===== src/rtl/cpu_seq_ctrl_pkg.sv =====
// Shared types and constants for the multi-cycle sequencer: state and halt-cause
// encodings, the reset instruction word and the default boot address.
package cpu_seq_ctrl_pkg;

  typedef enum logic [2:0] {
    ST_BOOT   = 3'd0,
    ST_FETCH  = 3'd1,
    ST_WAIT   = 3'd2,
    ST_DECODE = 3'd3,
    ST_EXEC   = 3'd4,
    ST_WB     = 3'd5,
    ST_HALT   = 3'd6
  } ctrl_state_e;

  typedef enum logic [1:0] {
    HC_NONE     = 2'd0,
    HC_ILLEGAL  = 2'd1,
    HC_MISALIGN = 2'd2,
    HC_TIMEOUT  = 2'd3
  } halt_cause_e;

  localparam logic [31:0] NOP_INST         = 32'h0000_0013;
  localparam logic [63:0] DEFAULT_RESET_PC = 64'h0000_0000_8000_0000;

  function automatic logic target_misaligned(input logic [63:0] target);
    return target[1:0] != 2'b00;
  endfunction

endpackage


===== src/rtl/cpu_seq_ctrl_watchdog.sv =====
// Fetch watchdog: counts cycles while enabled and flags the cycle in which the
// count reaches LIMIT; clear has priority and returns the count to zero.
module cpu_seq_ctrl_watchdog #(
  parameter int unsigned LIMIT = 16
) (
  input  logic clk,
  input  logic rst,
  input  logic clr_i,
  input  logic en_i,
  output logic expire_o
);

  localparam int unsigned CW = $clog2(LIMIT + 1);
  localparam logic [CW-1:0] LAST = CW'(LIMIT - 1);

  logic [CW-1:0] cnt_q, cnt_d;

  always_comb begin
    cnt_d = cnt_q;
    if (clr_i) begin
      cnt_d = '0;
    end else if (en_i) begin
      cnt_d = cnt_q + 1'b1;
    end
  end

  always_ff @(posedge clk) begin
    if (rst) begin
      cnt_q <= '0;
    end else begin
      cnt_q <= cnt_d;
    end
  end

  // Expires in the cycle whose increment would make the count equal LIMIT.
  assign expire_o = en_i && !clr_i && (cnt_q == LAST);

endmodule


===== src/rtl/cpu_seq_ctrl.sv =====
// Multi-cycle instruction sequencer: owns the PC, runs the imem handshake, holds
// the instruction for decode/execute and gates the single writeback cycle.
module cpu_seq_ctrl
  import cpu_seq_ctrl_pkg::*;
#(
  parameter logic [63:0] RESET_PC      = DEFAULT_RESET_PC,
  parameter int unsigned FETCH_TIMEOUT = 16
) (
  input  logic        clk,
  input  logic        rst,
  output logic        imem_req,
  output logic [63:0] imem_addr,
  input  logic        imem_gnt,
  input  logic        imem_rvalid,
  input  logic [31:0] imem_rdata,
  output logic [31:0] inst_o,
  output logic        inst_valid,
  input  logic        ex_busy,
  input  logic        rd_w_ena_i,
  output logic        rd_w_ena_o,
  input  logic        branch_taken,
  input  logic [63:0] branch_target,
  input  logic        illegal_inst,
  output logic [63:0] pc,
  output logic        retire,
  output logic [63:0] retire_cnt,
  output logic        halted,
  output logic [1:0]  halt_cause
);

  ctrl_state_e state_q, state_d;
  halt_cause_e cause_q, cause_d;
  logic [63:0] pc_q, pc_d;
  logic [63:0] retire_cnt_q, retire_cnt_d;
  logic [31:0] inst_q, inst_d;
  logic        wd_expire;

  // The watchdog only runs in WAIT; any other state or a returning rvalid clears it.
  cpu_seq_ctrl_watchdog #(
    .LIMIT (FETCH_TIMEOUT)
  ) u_watchdog (
    .clk      (clk),
    .rst      (rst),
    .clr_i    ((state_q != ST_WAIT) || imem_rvalid),
    .en_i     (state_q == ST_WAIT),
    .expire_o (wd_expire)
  );

  always_comb begin
    state_d      = state_q;
    cause_d      = cause_q;
    pc_d         = pc_q;
    retire_cnt_d = retire_cnt_q;
    inst_d       = inst_q;
    unique case (state_q)
      ST_BOOT: state_d = ST_FETCH;
      ST_FETCH: begin
        if (imem_gnt && imem_rvalid) begin
          inst_d  = imem_rdata;
          state_d = ST_DECODE;
        end else if (imem_gnt) begin
          state_d = ST_WAIT;
        end
      end
      ST_WAIT: begin
        if (imem_rvalid) begin
          inst_d  = imem_rdata;
          state_d = ST_DECODE;
        end else if (wd_expire) begin
          cause_d = HC_TIMEOUT;
          state_d = ST_HALT;
        end
      end
      ST_DECODE: begin
        if (illegal_inst) begin
          cause_d = HC_ILLEGAL;
          state_d = ST_HALT;
        end else begin
          state_d = ST_EXEC;
        end
      end
      ST_EXEC: begin
        if (!ex_busy) begin
          state_d = ST_WB;
        end
      end
      ST_WB: begin
        // A misaligned redirect still retires the instruction but freezes the PC.
        retire_cnt_d = retire_cnt_q + 64'd1;
        if (branch_taken && target_misaligned(branch_target)) begin
          cause_d = HC_MISALIGN;
          state_d = ST_HALT;
        end else begin
          pc_d    = branch_taken ? branch_target : pc_q + 64'd4;
          state_d = ST_FETCH;
        end
      end
      ST_HALT: state_d = ST_HALT;
      default: state_d = ST_BOOT;
    endcase
  end

  always_ff @(posedge clk) begin
    if (rst) begin
      state_q      <= ST_BOOT;
      cause_q      <= HC_NONE;
      pc_q         <= RESET_PC;
      retire_cnt_q <= '0;
      inst_q       <= NOP_INST;
    end else begin
      state_q      <= state_d;
      cause_q      <= cause_d;
      pc_q         <= pc_d;
      retire_cnt_q <= retire_cnt_d;
      inst_q       <= inst_d;
    end
  end

  assign imem_req   = (state_q == ST_FETCH);
  assign imem_addr  = pc_q;
  assign inst_o     = inst_q;
  assign inst_valid = (state_q == ST_DECODE) || (state_q == ST_EXEC) || (state_q == ST_WB);
  assign rd_w_ena_o = (state_q == ST_WB) && rd_w_ena_i;
  assign retire     = (state_q == ST_WB);
  assign pc         = pc_q;
  assign retire_cnt = retire_cnt_q;
  assign halted     = (state_q == ST_HALT);
  assign halt_cause = cause_q;

endmodule


===== config.mk =====
export PLATFORM = sky130hd
export DESIGN_NAME = cpu_seq_ctrl
export DESIGN_NICKNAME = d
export VERILOG_FILES = /design/src/rtl/cpu_seq_ctrl_pkg.sv /design/src/rtl/cpu_seq_ctrl_watchdog.sv /design/src/rtl/cpu_seq_ctrl.sv
export SDC_FILE = /design/constraint.sdc
export NUM_CORES = 1
export LEC_CHECK = 0
export CAP_MARGIN = 30
export CORE_MARGIN = 1
export CORE_UTILIZATION = 30
export CTS_BUF_LIST = sky130_fd_sc_hd__clkbuf_4
export CTS_CLUSTER_SIZE = 14
export DETAILED_ROUTE_END_ITERATION = 7
export GPL_ROUTABILITY_DRIVEN = 0
export PLACE_DENSITY = 0.68
export SYNTH_ARGS = -nofsm -noshare
export SYNTH_HDL_FRONTEND = slang
export SYNTH_HIERARCHICAL = 1
export SYNTH_SLANG_ARGS = --single-unit
export TNS_END_PERCENT = 30

===== constraint.sdc =====
create_clock -name clk -period 2.89 [get_ports clk]
set_input_delay 0.7225 -clock clk [delete_from_list [all_inputs] [get_ports clk]]
set_output_delay 0.7225 -clock clk [all_outputs]
set_load 0.01 [all_outputs]

==> metrics.yaml, run 1 <==
outcome:
  outcome: "finished, final reports clean"
sta:
  tns_ps: 0
  clock.fmax_ghz: 0.370
  fin_skew_ps: 35.3
  slew_headroom_pct: 44.1
  setup-violations-final: 0
  hold_violations: 0
  period_share_pct: 93.6
  finalMaxSlewViolations: 0
  period_minus_slack_ps: 2700
  setup_ws_ps: 186
  rsz0062_at_grt: "false"
  tightest_slew_ps: 838
die:
  die_w_um: 181
  rows: 65
  io_pins: 335
  die_h_um: 181
  start_util_pct: 30.4
  dieArea_um2: 32600
  core_area_um2: 31500
detailed_routing:
  firstDrtPassIters: 5
  drtIter0Drc: 887
  dr_total_vias: 10500
  wl_um: 33000
  wl_per_cell_um: 17.3
  avgViaCountPerCell: 5.47
  drc: 0
  ant_nets: 0
finish:
  seq_area_um2: 3400
  fillers: 3115
  nets: 1604
  layout-drive-gt1-share_pct: 6.96
  multi_input_area_um2: 5300
  area_growth_syn_to_layout_pct: 39.3
synth:
  synth_top_family_by_area: "simple AND/OR/NAND/NOR gates"
  synthSimpleGateAreaFrac_pct: 30.7
  synth_seq_cells: 170
  synth_compound_area_share_pct: 19.5
  synthCells: 1236
  synth_edf_count: 0
  synthAdderAreaFrac_pct: 0.522
  ys.flop_type: "dfxtp_1"
  yosys_warnings: 6
  synth_xor_area_share_pct: 2.47
  synthArstFlopShare_pct: 0
  yosysUniqueCellTypes: 71
  seq_area_frac_synth_pct: 35.5
  syn_area_per_cell_um2: 7.75
  synthesis.area_um2: 9580
  synthMuxAreaShare_pct: 2.16
  syn_nets: 1344
clock_network:
  holdBufCountCts: 0
  insertion_delay_ps: 590
  htree_levels: 4
  clk_pin_slew_ps: 150
  clockBufferDepth: 2
  clock_sinks: 170
  cts-root-buf: "clkbuf_4"
  cts_buffers: 17
  cts_tree: "done"
power:
  vdd_drop_max_v: 0.000508
  power.density_nw_per_um2: 418
  p_leak_nw: 4.32
critical_path:
  critPathArrivalTime_ps: 1980
  slowest_delay_ps: 570
  regToRegEndpoint: "imem_addr[62]"
  required_ps: 2170
  reg2reg_depth: 7
  path_cells: "buf_4, inv_1, nor3_1, clkdlybuf4s50_1"
  cp-end-kind: "output pin"
  cp_num_buf_inv: 3
  startpoint: "state_q[1]"
  startpoint_type: "flip-flop"
  cp_max_fo: 12
  r2r_slack_ps: 240
  crit_cells: 4
  cp_slowest_cell: "clkdlybuf4s50_1"
  crit_family: "buffers and inverters"
  reg2reg_from: "imem_addr[2]"
  crit_end: "halted"
  path_class: "reg -> out"
global_routing:
  grt_use_total_pct: 19.9
  grt_start_max_net_pins: 106
  grt_pass1_vias: 9838
  antenna_found_initial: 1
  grt_overflow_total: 0
  grt_pass1_wl_um: 52800
flow_run:
  drv_cap: 0
placement:
  hpwl_um: 23300
  pre_cts_slack_ps: 165
  port_buffers: 334
min_path:
  min_path_type: "reg -> reg"
synthesized netlist by cell type, drive strengths merged (3+ instances only):
library cell | number | area, um2
dfxtp | 170 | 3400
nand2 | 147 | 552
a21oi | 113 | 566
nor2 | 89 | 334
buf | 73 | 528
clkbuf | 70 | 263
nand3 | 67 | 335
nand4 | 48 | 322
o21ai | 47 | 235
or4 | 41 | 308
o31ai | 31 | 233
and3 | 27 | 169
nor4 | 26 | 196
or3 | 26 | 173
inv | 24 | 90.1
nor3 | 24 | 120
a31oi | 23 | 144
mux2i | 18 | 180
xor2 | 15 | 131
a211oi | 12 | 95.1
and2 | 12 | 75.1
xnor2 | 12 | 105
and4 | 11 | 96.3
o211ai | 11 | 82.6
a22oi | 10 | 75.1
nor2b | 9 | 56.3
a31o | 5 | 43.8
o22ai | 5 | 31.3
a221o | 4 | 40.0
a32o | 4 | 40.0
ha | 4 | 50.1
nand2b | 4 | 25.0
nor4b | 4 | 35.0
o21a | 4 | 30.0
or2 | 4 | 25.0
a221oi | 3 | 26.3
a22o | 3 | 26.3
a41oi | 3 | 26.3
nand3b | 3 | 35.0
o311a | 3 | 30.0
worst register-to-register path: cells and delay by family (launching register included):
kind                       cells  cell delay (ps)
adders and majority gates      1              240
buffers and inverters          1              220
DFF                            1              370
muxes                          1              370
and+or+nand+nor                4             1320
power breakdown:
| group | switching [W] | internal (W) |
|---|---|---|
| Clock | 0.000917 | 0.000611 |
| Combinational | 0.000733 | 0.000698 |
| Sequential | 0.000131 | 0.00248 |
| Total | 0.00178 | 0.00379 |
placed cells by master, fill, tap and decap left out, types with 11 or more instances in the layout:
cell             count
a211oi_1            11
a21oi_1            113
a31oi_1             23
and3_1              27
and4_1              11
buf_4               48
clkbuf_4            19
clkdlybuf4s50_1    332
dfxtp_1            169
inv_1               22
mux2i_1             18
nand2_1            147
nand3_1             67
nand4_1             46
nor2_1              88
nor3_1              24
nor4_1              22
o211ai_1            11
o21ai_0             45
o31ai_1             31
or3_1               24
or4_1               41
xnor2_1             12
xor2_1              15
per-stage QoR:
stage | utilization, % | instances | total power, W | instance area, um2 | hold slack [ps]
after floorplan | - | 1236 | 0.00342 | 9580 | 481
after global placement | 41.4 | 1878 | 0.00407 | 13000 | 441
after detailed placement | 41.4 | 1878 | 0.00408 | 13000 | 446
after CTS | 42.4 | 1910 | 0.00564 | 13300 | 434
after global routing | 42.4 | 1911 | 0.00587 | 13300 | 449
final | 42.4 | 1911 | 0.00557 | 13300 | 463
area by class of cell:
type | count | share of cell area, %
multi-input combinational | 899 | 39.7
timing repair buffer | 384 | 28.1
inverter | 24 | 0.675
clock inverter | 12 | 1.11
sequential | 170 | 25.5
antenna | 1 | 0.0188
tap | 402 | 3.77
clock buffer | 19 | 1.07
timing repair:
action | 4_1_cts | 5_1_grt
pin swaps | 1 | 0
gates resized for setup | 1 | 2
setup endpoints to repair | 3 | 2
setup buffers | 1 | 0
cloned | 0 | 0
logic make-up after synthesis:
logic type               count (synthesis)
AND/OR/NAND/NOR                        551
AO/OA/AOI/OAI                          297
flip-flops                             170
buffers and inverters                  167
XOR/XNOR                                27
multiplexers                            20
adder cells (fa/ha/maj)                  4
how the worst min path moves through the flow:
| stage | startpoint | end | slack, ps | depth (start not counted) |
|---|---|---|---|---|
| 6_report | inst_o[12] | inst_o[12] | 460 | 2 |
| 5_1_grt | rst | imem_addr[40] | 450 | 2 |
| 4_1_cts | rst | imem_addr[43] | 430 | 2 |
| 3_5_place_dp | inst_o[12] | inst_o[12] | 450 | 2 |
| 3_3_place_gp | inst_o[12] | inst_o[12] | 440 | 2 |
| 2_1_floorplan | inst_o[10] | inst_o[10] | 480 | 2 |
sequential cells by signal (all words and copies together) (netlist names):
signal,cells
retire_cnt,64
halt_cause,2
imem_addr,64
state_q,3
inst_o,32
u_watchdog/cnt_q,5
per-layer routing:
layer / global-route usage [%] / vias to the layer above / share of wire (%)
met4: 7.01 / 0 / 2.1
met2: 32.0 / 394 / 47
met5: 0 / - / 0
met3: 4.03 / 54 / 6.2
met1: 26.2 / 4986 / 45
li1: - / 5019 / -
(Power assumes the default switching activity.)
==> inputs of run 2 (changes only) <==
Clock period 2.89 ns to 3.2 ns, I/O delays scaled along.
==> run 2 against run 1 <==
Effect of this change: power fell by 10%; largest cell class unchanged; critical path depth fell by 1; sequential power fell by 9.6%; global-route usage fell by 0.34 points; final cell count fell by 0.63%.
==> metrics.yaml, run 2 (same netlist as run 1, synthesis figures left out) <==
outcome:
  outcome: "finished, final reports clean"
critical_path:
  cp-end-kind: "output pin"
  path_cells: "inv_1, nor3_1, clkdlybuf4s50_1"
  cp_slowest_cell: "clkdlybuf4s50_1"
  crit_family: "buffers and inverters"
  cp_max_fo: 9
  cp_num_buf_inv: 2
  required_ps: 2400
  path_class: "reg -> out"
  slowest_delay_ps: 570
  startpoint_type: "flip-flop"
  critPathArrivalTime_ps: 2020
finish:
  fillers: 3147
  final_common_cell: "clkdlybuf4s50_1"
  layout-drive-gt1-share_pct: 6.28
  area_growth_syn_to_layout_pct: 38.2
  utilization_pct: 42.1
  nets: 1591
  mostFrequentLayoutCells: "clkdlybuf4s50_1, dfxtp_1, nand2_1"
sta:
  hold_violations: 0
  tns_ps: 0
  hold_ws_ps: 464
  period_share_pct: 88.1
  clock.fmax_ghz: 0.355
  slew_headroom_pct: 48.0
  finalMaxSlewViolations: 0
  fin_skew_ps: 39.4
  rsz0062_at_grt: "false"
  setup-violations-final: 0
  period_minus_slack_ps: 2820
  tightest_slew_ps: 774
global_routing:
  antenna_found_initial: 1
  grt_use_total_pct: 19.5
  busiest_layer: "met2"
  grt_pass1_vias: 9611
  grt_pass1_wl_um: 52000
  grt_use_met1_pct: 25.7
  grtUsageMet3_pct: 3.55
  met2_usage_pct: 32.8
  grt_overflow_total: 0
  grt_start_max_net_pins: 69
placement:
  port_buffers: 334
  hpwl_um: 23200
clock_network:
  clockBufferDepth: 2
  insertion_delay_ps: 560
  clk_pin_slew_ps: 170
  clock_sinks: 170
  cts-root-buf: "clkbuf_4"
  cts_buffers: 17
  holdBufCountCts: 0
  cts_tree: "done"
  htree_levels: 4
detailed_routing:
  dr_total_vias: 10400
  avgViaCountPerCell: 5.47
  drtIter0Drc: 807
  wl_per_cell_um: 17.2
  ant_nets: 0
  drc: 0
  wl_um: 32700
  firstDrtPassIters: 5
power:
  combPwrFrac_pct: 25.6
  p_leak_nw: 4.27
  seqPwrFrac_pct: 47.2
  p_int_w: 0.00330
  vdd_drop_max_v: 0.000370
  power.share.switching_pct: 34.0
  finalPower_w: 0.00500
  power.density_nw_per_um2: 378
  clkPwrFrac_pct: 27.2
  switchingPower_w: 0.00170
min_path:
  min_path_type: "reg -> reg"
die:
  die_w_um: 181
  io_pins: 335
  rows: 65
  start_util_pct: 30.4
  die_h_um: 181
  core_area_um2: 31500
  dieArea_um2: 32600
flow_run:
  drv_cap: 0
-- run 2: path summary, 6_finish.rpt --
path                      from             to  slack (ps)  cells after the start
setup / recovery    state_q[2]         halted         380                      3
setup reg to reg  imem_addr[3]  imem_addr[62]         510                      6
hold / removal      inst_o[14]     inst_o[14]         460                      2
hold reg to reg     inst_o[14]     inst_o[14]         460                      2
-- run 2: worst register-to-register path, stage by stage (launching register included) --
cell	delay, ps
dfxtp_1	380
ha_1	220
nand4_2	250
nor4_2	630
nand4_1	370
nor4b_1	360
mux2_2	380
-- run 2: metal layers --
layer	vias up	share of wire, %
li1	5011	-
met1	4939	44
met2	406	48
met3	30	7.3
met4	0	1.1
met5	-	0
-- run 2: area by class of cell --
cell class	instances	area (um2)	share of cell area, %
multi-input combinational	899	5300	40.0
timing repair buffer	371	3640	27.5
sequential	170	3400	25.7
tap	402	503	3.80
clock inverter	15	174	1.31
clock buffer	17	128	0.964
inverter	24	90.1	0.680
antenna	1	2.50	0.0189
-- run 2: stage by stage --
step | cells | setup WS, ps | area, um2
6_report | 1899 | 381 | 13200
5_1_grt | 1899 | 145 | 13200
4_1_cts | 1897 | 108 | 13200
3_5_place_dp | 1865 | 111 | 12900
3_3_place_gp | 1865 | 151 | 12900
2_1_floorplan | 1236 | 700 | 9580
-- run 2: power groups by stage --
stage               Combinational, W  Sequential, W  Clock (W)
finish                       0.00128        0.00236    0.00136
global route                 0.00140        0.00238    0.00151
floorplan                   0.000662        0.00243          0
global placement             0.00126        0.00240          0
CTS                          0.00129        0.00236    0.00142
detailed placement           0.00128        0.00240          0
-- run 2: timing repair --
action / in CTS / in global routing
gates resized for setup: 0 / 0
endpoints found under the hold margin: 0 / 0
buffers inserted: 0 / 1
endpoints found under the setup margin: 0 / 1
